<file path="config.mk">
export PLATFORM = sky130hd
export DESIGN_NAME = reg_write_arb
export DESIGN_NICKNAME = d
export VERILOG_FILES = /design/src/rtl/constants.sv /design/src/rtl/reg_write_arb.sv
export SDC_FILE = /design/constraint.sdc
export NUM_CORES = 1
export LEC_CHECK = 0
export CAP_MARGIN = 20
export CORE_MARGIN = 2
export CORE_UTILIZATION = 36
export CTS_BUF_LIST = sky130_fd_sc_hd__clkbuf_2
export DETAILED_ROUTE_END_ITERATION = 8
export PLACE_DENSITY = 0.81
export SLEW_MARGIN = 20
export SYNTH_ARGS = -nofsm -noshare
export SYNTH_HDL_FRONTEND = slang
export SYNTH_SLANG_ARGS = --single-unit
</file>
<file path="constraint.sdc">
create_clock -name clk -period 3.2 [get_ports clk]
set_input_delay 0.64 -clock clk [delete_from_list [all_inputs] [get_ports clk]]
set_output_delay 0.64 -clock clk [all_outputs]
set_load 0.05 [all_outputs]
</file>
<file path="src/rtl/constants.sv">
// Design-wide constants shared by the register-file blocks.
package constants;
  localparam int WORD_LENGTH = 16;
endpackage

</file>
<file path="src/rtl/reg_write_arb.sv">
// Round-robin write arbiter: four requesters share one bus into eight enabled registers.
// All outputs are registered; a one-cycle last-grant mask stops a requester being granted twice in a row.
module reg_write_arb #(
  parameter int n = constants::WORD_LENGTH
) (
  input  logic         clk,
  input  logic         rst,
  input  logic         stall,
  input  logic [3:0]   req,
  input  logic [2:0]   addr0,
  input  logic [2:0]   addr1,
  input  logic [2:0]   addr2,
  input  logic [2:0]   addr3,
  input  logic [n-1:0] data0,
  input  logic [n-1:0] data1,
  input  logic [n-1:0] data2,
  input  logic [n-1:0] data3,
  output logic [3:0]   gnt,
  output logic [7:0]   wr_en,
  output logic [n-1:0] wr_data,
  output logic         busy
);

  typedef enum logic {IDLE, WRITE} state_t;

  state_t         state;
  logic [1:0]     ptr;
  logic [3:0]     eligible;
  logic           found;
  logic [1:0]     sel;
  logic [1:0]     idx;
  logic [2:0]     sel_addr;
  logic [n-1:0]   sel_data;

  // Requester just granted is masked so it can drop req without a duplicate grant.
  always_comb begin
    eligible = stall ? 4'b0000 : (req & ~gnt);
    found    = 1'b0;
    sel      = 2'd0;
    idx      = 2'd0;
    for (int i = 0; i < 4; i++) begin
      idx = ptr + 2'(i);
      if (!found && eligible[idx]) begin
        found = 1'b1;
        sel   = idx;
      end
    end
  end

  always_comb begin
    sel_addr = addr0;
    sel_data = data0;
    case (sel)
      2'd0: begin sel_addr = addr0; sel_data = data0; end
      2'd1: begin sel_addr = addr1; sel_data = data1; end
      2'd2: begin sel_addr = addr2; sel_data = data2; end
      default: begin sel_addr = addr3; sel_data = data3; end
    endcase
  end

  always_ff @(posedge clk) begin
    if (rst) begin
      state   <= IDLE;
      ptr     <= 2'd0;
      gnt     <= 4'b0000;
      wr_en   <= 8'h00;
      wr_data <= '0;
      busy    <= 1'b0;
    end else if (found) begin
      state   <= WRITE;
      ptr     <= sel + 2'd1;
      gnt     <= 4'b0001 << sel;
      wr_en   <= 8'h01 << sel_addr;
      wr_data <= sel_data;
      busy    <= 1'b1;
    end else begin
      // wr_data deliberately holds its last value while idle.
      state   <= IDLE;
      gnt     <= 4'b0000;
      wr_en   <= 8'h00;
      busy    <= 1'b0;
    end
  end

  logic unused_state;
  assign unused_state = (state == WRITE);

endmodule
</file>
==> After elaboration in Yosys (flattened, before gate mapping) <==
Cells that the tools add are included.
{ "op_classes": {"n_addsub": 4, "mul": 0, "div_mod_pow": 0, "n_lt_le_gt_ge": 4, "eq_ne": 2, "shifts": 2, "muxes": 20, "bitwise": 3, "n_reduce_logical": 8} }
{ "op_table": {"columns": ["op", "count"], "rows": [
  ["one-hot mux 16 bit (3 select lines)", 1],
  ["< comparator 2 x 3 -> 1 bit, second input constant", 4],
  ["2-to-1 mux 1 bit", 9],
  ["one-hot mux 3 bit (3 select lines)", 1],
  ["binary-select mux 1 bit (select 2 bit)", 4],
  ["2-to-1 mux 2 bit", 4],
  ["<< shifter 1 x 3 -> 8 bit, first input constant", 1],
  ["adder 2 x 1 -> 2 bit, second input constant", 2],
  ["adder 2 bit, second input constant", 2],
  ["bitwise AND 4 bit", 1],
  ["2-to-1 mux 4 bit", 1],
  ["inverter 4 bit", 1],
  ["<< shifter 1 x 2 -> 4 bit, first input constant", 1],
  ["logical AND 1 bit", 3],
  ["zero test 1 bit", 3],
  ["== test 2 x 1 -> 1 bit, second input constant", 1],
  ["== test 2 bit, second input constant", 1],
  ["zero test 2 bit", 1],
  ["OR reduction 2 bit", 1],
  ["inverter 1 bit", 1]
]} }
{ "word_totals": {"regBits": 31, "latch_bits": 0, "ramBits": 0, "mem_bits_ro": 0, "input_bits": 83, "output_inout_bits": 29, "word_cells": 48, "memories": 0} }

==> Longest topological paths before layout <==
{ "depth": {"word_depth": 18, "ltp_mapped": 11, "mapped_depth_nobuf": 9} }

==> Worst setup path before layout <==
Ideal clock, no wire load.
{ "synth_path": {"path_kind": "reg2reg", "startpoint": "register gnt[0]", "endpoint": "register wr_en[5]", "setup_time_ns": 0.065, "t_arrival_ns": 2.710, "required_time_ns": 3.135, "path_slack_ns": 0.425, "path_stages_with_launch": 11, "path_buffers": 1, "synth_period_minus_slack_ns": 2.775, "path_cell_list": "dfxtp_1 > nand2b_1 > nor3b_1 > a32oi_1 > nand2_1 > ha_1 > buf_6 > a222oi_1 > inv_1 > o32a_1 > nor2_1"} }
{ "synth_between": {"elab_chain_cells": 18, "word_cells_on_any_way": 32, "cone_classes": "2 x eq/ne; 1 x shift; 18 x mux; 3 x bitwise; 8 x reduce/logical"} }
{ "synth_lines": {"columns": ["item", "line_no", "rtl"], "rows": [
  ["start: declaration", "reg_write_arb.sv:18", "output logic [3:0] gnt,"],
  ["start signal: assignment", "reg_write_arb.sv:72", "gnt <= 4'b0001 << sel;"],
  ["inverter 4 bit (*)", "reg_write_arb.sv:37", "eligible = stall ? 4'b0000 : (req & ~gnt);"],
  ["bitwise AND 4 bit (*)", "reg_write_arb.sv:37", null],
  ["2-to-1 mux 4 bit (*)", "reg_write_arb.sv:37", null],
  ["binary-select mux 1 bit (select 2 bit)", "reg_write_arb.sv:43", "if (!found && eligible[idx]) begin"],
  ["2-to-1 mux 1 bit (implied by the code)", "reg_write_arb.sv:43", null],
  ["2-to-1 mux 1 bit", "reg_write_arb.sv:43", null],
  ["zero test 1 bit", "reg_write_arb.sv:43", null],
  ["logical AND 1 bit", "reg_write_arb.sv:43", null],
  ["[2 not listed]", null, null],
  ["logical AND 1 bit", "reg_write_arb.sv:43", null],
  ["2-to-1 mux 1 bit", "reg_write_arb.sv:43", null],
  ["zero test 1 bit", "reg_write_arb.sv:43", null],
  ["logical AND 1 bit", "reg_write_arb.sv:43", null],
  ["2-to-1 mux 2 bit", "reg_write_arb.sv:43", null],
  ["== test 2 bit (tied with other cells)", "reg_write_arb.sv:53", "case (sel)"],
  ["one-hot mux 3 bit (3 select lines)", "reg_write_arb.sv:53", null],
  ["<< shifter 1 x 3 -> 8 bit", "reg_write_arb.sv:73", "wr_en <= 8'h01 << sel_addr;"],
  ["end signal: assignment", "reg_write_arb.sv:73", null],
  ["end: declaration", "reg_write_arb.sv:19", "output logic [7:0] wr_en,"]
]} }
Every way passes the cells marked *; elsewhere a longest branch is shown, timed or not. The select of a mux whose other input is x is not followed.
A chain may end at the register's enable or synchronous reset.

==> Worst setup path in the final report <==
{ "layout_path": {"startpoint": "input port req[1]", "endpoint": "register wr_en[1]"} }
{ "layout_between": {"elab_chain_cells": 17, "word_cells_on_any_way": 31, "cone_classes": "2 x eq/ne; 1 x shift; 18 x mux; 2 x bitwise; 8 x reduce/logical"} }
{ "layout_lines": {"columns": ["item", "line_no", "rtl"], "rows": [
  ["start: declaration", "reg_write_arb.sv:9", "input logic [3:0] req,"],
  ["bitwise AND 4 bit (*)", "reg_write_arb.sv:37", null],
  ["2-to-1 mux 4 bit (*)", "reg_write_arb.sv:37", null],
  ["binary-select mux 1 bit (select 2 bit)", "reg_write_arb.sv:43", null],
  ["2-to-1 mux 1 bit (implied by the code)", "reg_write_arb.sv:43", null],
  ["2-to-1 mux 1 bit", "reg_write_arb.sv:43", null],
  ["zero test 1 bit", "reg_write_arb.sv:43", null],
  ["logical AND 1 bit", "reg_write_arb.sv:43", null],
  ["2-to-1 mux 1 bit", "reg_write_arb.sv:43", null],
  ["zero test 1 bit", "reg_write_arb.sv:43", null],
  ["logical AND 1 bit", "reg_write_arb.sv:43", null],
  ["2-to-1 mux 1 bit", "reg_write_arb.sv:43", null],
  ["zero test 1 bit", "reg_write_arb.sv:43", null],
  ["logical AND 1 bit", "reg_write_arb.sv:43", null],
  ["2-to-1 mux 2 bit", "reg_write_arb.sv:43", null],
  ["== test 2 bit (tied with other cells)", "reg_write_arb.sv:53", null],
  ["one-hot mux 3 bit (3 select lines)", "reg_write_arb.sv:53", null],
  ["<< shifter 1 x 3 -> 8 bit", "reg_write_arb.sv:73", null]
]} }
Marked as above.

==> reports/results.tsv <==
stage	metric	value	unit
status	outcome	finished, final reports clean	
flow_run	drv_cap	0	
worst_setup_path	r2r_slack	0.51	ns
global_route	grt-ovfl-total	0	
global_route	grt_usage	0.218	
worst_setup_path	path_class	in -> reg	
synthesis	syn_area	1630	sq um
pwr	irDropWorstVdd	255	uV
sta	grt_setup_unrepaired	false	
floorplanning	die_area	5080	sq um
sta	final_max_slew_viol_count	0	
place	dp_hpwl	4430	um
synthesis	synth_cells	180	
routing	viasPerCell	5.36	
sta	setup_viol	0	
worst_setup_path	crit_chain	clkdlybuf4s50_1 -> or3b_1 -> o311ai_1 -> o211a_1 -> nand2_1 -> ha_1 -> a222oi_1 -> inv_1 -> o32a_1 -> nor2_1	
global_route	gr-usage-met3	0.0563	
worst_setup_path	ff2ff_path_depth	9	
worst_setup_path	cp.required	3.49	ns
worst_setup_path	arrival	3.30	ns
synthesis	synth_top_cell_area_share	0.381	
global_route	grt_pass1_wl	8760	um
clock_tree	clkSlewWorstSetupHoldPaths	0.14	ns
place	placement.io_buffers	111	
sta	fin_worst_skew	0.0121	ns
clock_tree	cts_max_level	2	
floorplanning	die-width	71.3	um
clock_tree	cts_root_buffer	clkbuf_2	
hold_path	worstHoldEndpoint	wr_data[14]	
synthesis	seq_area_frac_synth	0.381	
place	finalWeightedCongestion	0.752	
clock_tree	numCtsBuffers	5	
floorplanning	io_pins	112	
global_route	grt_max_degree	21	
synthesis	synthArstFlopShare	0	
worst_setup_path	rr_startpoint	ptr[1]	
hold_path	holdPathStages	1	
synthesis	synth-edff-count	0	
sta	tightest_slew	0.635	ns
hold_path	hold_class	reg -> reg	
sta	hold_viol	0	
synthesis	synthTopCellsByArea	dfxtp_1, a222oi_1, a22o_1	
pwr	power_density	399	nW/um^2
worst_setup_path	cpPeakStageDelay	0.49	ns
pwr	leakagePower	1.10	nW
synthesis	synth_area_per_cell	9.05	sq um
worst_setup_path	setup.worst_path.end_class	flop	
clock_tree	post-cts-setup-buffers	0	
finish	multi_input_area	902	sq um
worst_setup_path	slowest_stage	clkdlybuf4s50_1	
sta	fin_crit	3.00	ns
hold_path	hp-start	wr_data[14]	
synthesis	yosysWarnings	0	
routing	drtPass1Iterations	5	
global_route	busiest_layer	met2	
synthesis	synth_top_area_cell	dfxtp_1	
clock_tree	cts_tree	yes	
finish	seq_area	621	sq um
floorplanning	die_h	71.3	um
clock_tree	cts_buffer_depth	2	
worst_setup_path	cp-start-kind	input pin	
clock_tree	clkLatencyLatePin	0.35	ns
synthesis	ys_types	39	
routing	ant_nets	0	
floorplanning	initial_core_util	0.374	
floorplanning	row_count	24	
finish	fin_nets	388	
worst_setup_path	crit_fanout	6	
sta	slew-limit-headroom	0.576	
synthesis	syn_nets	267	
global_route	antenna_found_initial	0	
routing	routedWlPerCell	15.6	um
global_route	grt_pass1_vias	1857	
synthesis	synth_ff_type	dfxtp_1	
global_route	met1_usage	0.267	
routing	num_vias	1897	
sta	period_share	0.938	
sta	fin_tns_setup	0	ns
finish	nFillCells	374	
global_route	globalRouteMet2Util	0.366	
finish	synthToLayoutAreaGrowth	77.7	%
clock_tree	clkSinkCount	31	
finish	final_util	0.665	
routing	drcViolationCount	0	
synthesis	synth-seq-cells	31	
finish	n_antenna_cell	0	
floorplanning	coreArea	4350	sq um
routing	wl	5540	um
sta	fmax	333	MHz
finish	drive_gt1_frac	0.0861	
worst_setup_path	timing.rr.end	wr_en[1]	
routing	drt-initial-drc-count	207	
-- power breakdown --
group / switching, W / internal, W / leakage [nW] / total [W]
Clock: 0.000127 / 0.0000527 / 0.0281 / 0.000179
Sequential: 0.0000211 / 0.000419 / 0.254 / 0.000441
Combinational: 0.000273 / 0.000263 / 0.814 / 0.000536
-- repair_timing --
item | 4_1_cts | 5_1_grt
endpoints found under the setup margin | 0 | 4
resized for setup | 0 | 1
hold buffers | 0 | 0
-- sequential cells by signal, summed over array words and instances, names as in the netlist --
register	flops
wr_en	8
gnt	4
wr_data	16
busy	1
ptr	2
-- critical path: cells and delay by family --
family / cells / cell delay, ns
and+or+nand+nor: 3 / 0.52
AOI/OAI and AO/OA: 4 / 1.22
buffers and inverters: 2 / 0.61
adders and majority gates: 1 / 0.30
-- per-stage QoR --
step                hold WS, ns  instance area, sq um  worst slack [ns]  cells  power [W]
global placement          0.461                  2860           -0.0267    346   0.000974
floorplan                 0.639                  1630             0.425    180   0.000747
CTS                       0.501                  2890             0.162    354    0.00117
detailed placement        0.463                  2860            -0.230    346   0.000982
finish                    0.496                  2890             0.198    354    0.00116
global route              0.522                  2890            0.0520    354    0.00123
-- cell usage after synthesis, types with 2 or more instances --
cell      count
a21oi_1       2
clkbuf_1      9
nand3_1       3
nor2_1       10
a222oi_1     19
o21ai_0      17
a21boi_0      2
dfxtp_1      31
inv_1         6
nand2b_1      4
a22o_1       16
o21a_1        2
nor2b_1       3
nand2_1      18
nor3b_1       3
ha_1          4
a31oi_1       3
a211oi_1      2
buf_6         3
a21o_1        3
and2_1        2
-- logic make-up (layout without fill, tap and decap cells) --
family          after synthesis  count (layout)  share of synthesized area
compound gates               75              75                      0.375
fa+ha+maj                     4               4                     0.0307
flops                        31              31                      0.381
buf+inv                      21             143                     0.0653
simple gates                 49              49                      0.148
-- worst max path at each step --
stage          startpoint       end  slack, ns  cells after the start
2_1_floorplan      gnt[0]  wr_en[5]       0.42                     10
3_3_place_gp       req[1]  wr_en[1]      -0.03                     10
3_5_place_dp        stall  wr_en[5]      -0.23                     10
4_1_cts             stall  wr_en[5]       0.16                     10
5_1_grt            req[1]  wr_en[1]       0.05                     10
6_report           req[1]  wr_en[1]       0.20                     10
-- final cells by class --
class,instances,share of cell area
sequential,31,0.214
clock inverter,2,0.00259
tap,52,0.0225
timing repair buffer,129,0.431
clock buffer,6,0.0104
inverter,6,0.00778
multi-input combinational,128,0.312
-- placed cells by master, fill, tap and decap left out --
cell,Yosys,routed
clkdlybuf4s50_1,0,111
dfxtp_1,31,31
a222oi_1,19,19
nand2_1,18,18
buf_4,1,18
o21ai_0,17,17
a22o_1,16,16
nor2_1,10,10
inv_1,6,6
clkbuf_2,0,6
nand2b_1,4,4
ha_1,4,4
nor3b_1,3,3
nor2b_1,3,3
a31oi_1,3,3
a21o_1,3,3
nand3_1,3,3
a21boi_0,2,2
o21a_1,2,2
a21oi_1,2,2
and2_1,2,2
a211oi_1,2,2
clkinv_1,0,2
o22ai_1,1,1
a32oi_1,1,1
a221o_1,1,1
or3b_1,1,1
o311ai_1,0,1
o211a_1,1,1
a41oi_4,1,1
nand3b_1,1,1
o31a_1,1,1
nor3_1,1,1
o32a_1,1,1
nor2_2,1,1
and4_1,1,1
a311oi_1,1,1
and3_1,1,1
-- layer usage --
layer	share of wire	up-vias	routed length, um
li1	-	945	-
met1	0.41	874	2280
met2	0.50	67	2790
met3	0.062	11	341
met4	0.022	0	121
met5	0	-	0
(Power assumes the default switching activity.)
